### config.mk
export PLATFORM = sky130hd
export DESIGN_NAME = irq_sequencer
export DESIGN_NICKNAME = d
export VERILOG_FILES = /design/src/rtl/irq_sequencer.sv
export SDC_FILE = /design/constraint.sdc
export NUM_CORES = 1
export LEC_CHECK = 0
export CELL_PAD_IN_SITES_DETAIL_PLACEMENT = 0
export CELL_PAD_IN_SITES_GLOBAL_PLACEMENT = 1
export CORE_MARGIN = 4
export CORE_UTILIZATION = 25
export DETAILED_ROUTE_END_ITERATION = 10
export PLACE_DENSITY = 0.72
export SLEW_MARGIN = 20
export SYNTH_ARGS = -nofsm -noshare
export SYNTH_HDL_FRONTEND = slang
export SYNTH_SLANG_ARGS = --single-unit
### constraint.sdc
create_clock -name clk -period 1.75 [get_ports clk]
set_clock_uncertainty 0.05 [all_clocks]
set_input_delay 0.35 -clock clk [delete_from_list [all_inputs] [get_ports clk]]
set_output_delay 0.35 -clock clk [all_outputs]
set_load 0.03 [all_outputs]
### src/rtl/irq_sequencer.sv
`default_nettype none
// ============================================================================
// Module   : irq_sequencer
// Brief    : Interrupt controller for the multi-cycle MIPS core. Latches
//            rising edges on the irq lines, applies a mask and fixed
//            lowest-index-first priority, and walks the ControlUnit through
//            SAVE / SERVICE / RESTORE phases while supplying the vector.
//            Optional macro IRQ_SYNC_EN adds a two-flop synchronizer on
//            every irq line ahead of edge detection.
// Revision : 1.0 - initial release
// ============================================================================
module irq_sequencer #(
    parameter int                 NUM_IRQ       = 4,
    parameter logic [31:0]        VECTOR_BASE   = 32'h0000_0080,
    parameter int unsigned        VECTOR_STRIDE = 8,
    parameter logic [NUM_IRQ-1:0] MASK_RESET    = {NUM_IRQ{1'b1}}
) (
    input  logic               clk,
    input  logic               rst_n,
    input  logic [NUM_IRQ-1:0] irq,
    input  logic               mask_we,
    input  logic [NUM_IRQ-1:0] mask_wdata,
    input  logic               instr_done,
    input  logic               ctx_done,
    input  logic               eret,
    output logic [1:0]         int_state,
    output logic               int_respond,
    output logic [31:0]        int_vector,
    output logic [2:0]         int_id,
    output logic [NUM_IRQ-1:0] pending,
    output logic [NUM_IRQ-1:0] mask
);

    // State encoding doubles as the int_state output value.
    localparam logic [1:0] c_st_normal  = 2'd0;
    localparam logic [1:0] c_st_save    = 2'd1;
    localparam logic [1:0] c_st_service = 2'd2;
    localparam logic [1:0] c_st_restore = 2'd3;

    logic [1:0]         r_state;
    logic               r_respond;
    logic [31:0]        r_vector;
    logic [2:0]         r_id;
    logic [NUM_IRQ-1:0] r_pending;
    logic [NUM_IRQ-1:0] r_mask;
    logic [NUM_IRQ-1:0] r_irq_q;

    logic [NUM_IRQ-1:0] w_irq_src;
    logic [NUM_IRQ-1:0] w_edge;
    logic [NUM_IRQ-1:0] w_eligible;
    logic [NUM_IRQ-1:0] w_win_oh;
    logic [2:0]         w_win_id;
    logic               w_found;
    logic               w_accept;
    logic [31:0]        w_vector;

`ifdef IRQ_SYNC_EN
    logic [NUM_IRQ-1:0] r_sync1;
    logic [NUM_IRQ-1:0] r_sync2;

    // Two-flop synchronizer for asynchronous request lines.
    always_ff @(posedge clk or negedge rst_n) begin
        if (!rst_n) begin
            r_sync1 <= '0;
            r_sync2 <= '0;
        end else begin
            r_sync1 <= irq;
            r_sync2 <= r_sync1;
        end
    end

    assign w_irq_src = r_sync2;
`else
    assign w_irq_src = irq;
`endif

    assign w_edge     = w_irq_src & ~r_irq_q;
    assign w_eligible = r_pending & ~r_mask;

    // Fixed priority: the lowest eligible index wins.
    always_comb begin
        w_win_oh = '0;
        w_win_id = '0;
        w_found  = 1'b0;
        for (int i = 0; i < NUM_IRQ; i++) begin
            if (w_eligible[i] && !w_found) begin
                w_win_oh[i] = 1'b1;
                w_win_id    = 3'(i);
            end
            w_found = w_found | w_eligible[i];
        end
    end

    // Acceptance only happens at an instruction boundary while idle.
    assign w_accept = (r_state == c_st_normal) && instr_done && (|w_eligible);
    assign w_vector = VECTOR_BASE + (32'(w_win_id) * VECTOR_STRIDE);

    // Request history, pending latch and mask register.
    always_ff @(posedge clk or negedge rst_n) begin
        if (!rst_n) begin
            r_irq_q   <= '0;
            r_pending <= '0;
            r_mask    <= MASK_RESET;
        end else begin
            r_irq_q <= w_irq_src;
            // A new edge on the winning bit keeps it set (set wins).
            r_pending <= (r_pending & ~(w_accept ? w_win_oh : '0)) | w_edge;
            if (mask_we) begin
                r_mask <= mask_wdata;
            end
        end
    end

    // Sequencing FSM with registered handshake outputs.
    always_ff @(posedge clk or negedge rst_n) begin
        if (!rst_n) begin
            r_state   <= c_st_normal;
            r_respond <= 1'b0;
            r_vector  <= '0;
            r_id      <= '0;
        end else begin
            r_respond <= 1'b0;
            case (r_state)
                c_st_normal: begin
                    if (w_accept) begin
                        r_state   <= c_st_save;
                        r_respond <= 1'b1;
                        r_id      <= w_win_id;
                        r_vector  <= w_vector;
                    end
                end
                c_st_save: begin
                    if (ctx_done) begin
                        r_state <= c_st_service;
                    end
                end
                c_st_service: begin
                    if (eret) begin
                        r_state <= c_st_restore;
                    end
                end
                c_st_restore: begin
                    if (ctx_done) begin
                        r_state <= c_st_normal;
                    end
                end
                default: r_state <= c_st_normal;
            endcase
        end
    end

    assign int_state   = r_state;
    assign int_respond = r_respond;
    assign int_vector  = r_vector;
    assign int_id      = r_id;
    assign pending     = r_pending;
    assign mask        = r_mask;

endmodule
`default_nettype wire

==> summary.txt <==
Critical path
  • Worst path required time: between 1000 and 1500 ps
  • Buffer and inverter count on the worst path: 1
  • Crit start category: flop
  • CP Class: flop to output pin
  • Critical Path Max Stage Delay: just under 700 ps
  • Slowest-stage cell, CP: clkdlybuf4s50_1
  • CP top delay family: buffers and inverters
  • Crit path DAT: between 1000 and 1500 ps
  • Critical Path End Type: output pin
  • CP Max Fanout: 3
  • CP cell instances: clkdlybuf4s50_1

Routing
  • Routed length per instance: ~12 um
  • Drt pass-1 iters: 4
  • Routed wire length: around 2.1 mm
  • Drt drc: 0
  • Vias per Instance: around 3.7
  • Antenna Nets Post-Route: 0
  • DRT iter0 DRCs: 18
  • Via Count: about 680

Finish
  • Area growth syn-to-layout: 33.5%
  • Final nets: roughly 150
  • Register area: roughly 460 um2
  • Most frequent cells in the layout: conb_1 (30), clkdlybuf4s50_1 (16), dfrtp_1 (12)
  • Fillcell total: about 420
  • Final Non-Filler Cells: 182
  • Fraction of layout cells with a size suffix above 1: 0.242
  • Area occupied by multi-input gates: 449 um2
  • Most common cell after layout, fill and taps aside: conb_1
  • Ant. Diodes: 0

Power
  • Leak pwr: 0.000715 uW
  • Clk pwr share: 0.181
  • Sw Share: 0.402
  • Total power draw: between 1500 and 2000 uW
  • Internal power: 1120 uW
  • Power per cell area: approximately 1300 nW/um2
  • Combinational power share: 0.499
  • Max VDD drop: 0.794 mV
  • Sequential share of power: 0.320
  • Psw: ~760 uW

Synth
  • Post-synthesis cell count: 95
  • Yosys cell types: 28
  • Seq/Total Area, Yosys: 0.431
  • Post-Syn Area: ~1100 um2
  • Syn Area/Cell: 11.1 um2
  • Seq cells post-synth: 18
  • Yosys Warn Count: 0

Timing
  • Setup violators final: 0
  • Post-route minimum period: 1690 ps
  • Final slew viol count: 0
  • RSZ-0062 raised after global routing: yes
  • Crit share post-route: 0.967
  • F_max: 591 MHz
  • Fin. Hold Viols: 0

Floorplan
  • Die Wd: around 73 um
  • # IOs: 60
  • FP Rows: 23
  • Die Y: roughly 73 um
  • Core area: approximately 4100 um2
  • Area of the die: about 5300 um2
  • Starting Density: 0.261

Clocking
  • Post-CTS Hold Buffers: 0
  • Clock transition at path regs: around 70 ps
  • CTS Buf Count: 3
  • Clk Latency, worst-skew pair: 250 ps
  • Root Buffer: clkbuf_8
  • TritonCTS clock tree: built
  • Htree depth: 1
  • Clock tree buffer depth: 2
  • CTS sink count: 18

Flow run
  • Max_cap viols: 0

Global route
  • Largest net degree at the start of global routing: 19
  • Global-route wire length before repair: 3.31 mm
  • Initial antenna violation count: 0
  • Vias in the first global route: between 600 and 700
  • Aggregate global-route resource usage: 0.0817
  • Grt total ovfl: 0

Placed design
  • GP Congestion: roughly 0.73
  • Hpwl dp: 1.78 mm
  • Port bufs: 29
  • Placed Instances: around 180

Worst hold path
  • Min-delay worst type: flop to flop

Status
  • Outcome: complete, no violations
power groups by stage:
stage	combinational [uW]	clock (uW)	sequential, uW
after CTS	911	354	602
after global placement	901	0	600
after detailed placement	933	0	609
after floorplan	504	0	755
after global routing	1020	378	619
final	938	341	601
registers in the layout, indices dropped and copies added (netlist names):
name         cells
r_irq_q          4
int_respond      1
pending          4
int_state        2
mask             4
int_vector       3
final cells by class:
type	instances	area share
inverter	9	0.0239
multi-input combinational	65	0.318
tap	50	0.0443
sequential	18	0.324
clock buffer	4	0.0390
timing repair buffer	36	0.250
cell usage after synthesis (all sizes together):
| cell type | number | area, um2 |
|---|---|---|
| buf | 32 | 240 |
| dfrtp | 14 | 350 |
| inv | 9 | 33.8 |
| mux2 | 5 | 60.1 |
| o21ai | 5 | 25.0 |
| dfstp | 4 | 105 |
| ha | 4 | 50.1 |
| nor2 | 4 | 15.0 |
| nor2b | 4 | 42.6 |
| nor4 | 2 | 27.5 |
| a221o | 1 | 10.0 |
| a221oi | 1 | 15.0 |
| conb | 1 | 3.75 |
| nand2 | 1 | 3.75 |
| nand2b | 1 | 6.26 |
| o22ai | 1 | 6.26 |
| o2bb2ai | 1 | 8.76 |
| o31ai | 1 | 7.51 |
| o32a | 1 | 10.0 |
| o41ai | 1 | 16.3 |
| or2 | 1 | 8.76 |
| or3 | 1 | 11.3 |
kinds of logic (layout without fill, tap and decap cells):
| group | Yosys count | in the layout | share of synthesized area |
|---|---|---|---|
| other cells | 1 | 30 | 0.00355 |
| fa+ha+maj | 4 | 4 | 0.0473 |
| compound gates | 12 | 12 | 0.0935 |
| buf+inv | 41 | 49 | 0.259 |
| simple gates | 14 | 14 | 0.109 |
| flops | 18 | 18 | 0.431 |
| mux | 5 | 5 | 0.0568 |
metrics by stage:
stage               setup slack, ps  instance area [um2]  TNS [ps]  hold WS, ps   util
finish                         57.2                 1410         0          359  0.348
global route                  -27.0                 1410     -40.3          381  0.348
CTS                            5.62                 1370         0          365  0.339
detailed placement            -88.4                 1330      -207          355  0.327
global placement              -41.5                 1330     -73.2          345  0.327
floorplan                      13.0                 1170         0         4.41      -
what timing repair did:
item / CTS / global route
setup endpoints to repair: 6 / 10
setup buffers: 0 / 1
pin swaps: 0 / 3
gates resized for setup: 6 / 11
routing by layer:
layer	global-route usage	part of all wire
met5	0	0
met4	0.0287	0.0080
met3	0.0427	0.11
met2	0.141	0.52
met1	0.0839	0.36
final timing paths:
check                        startpoint            to  slack (ps)  depth (start not counted)
min reg2reg                  r_irq_q[0]    pending[0]         360                          1
min                          r_irq_q[0]    pending[0]         360                          1
max in group asynchronous         rst_n       mask[3]        1010                          2
min in group asynchronous         rst_n    r_irq_q[2]         380                          2
max                          pending[0]    pending[0]          60                          1
max reg2reg                int_state[0]  int_state[1]          70                          6
Note: power is estimated with default switching activity, not from simulation.
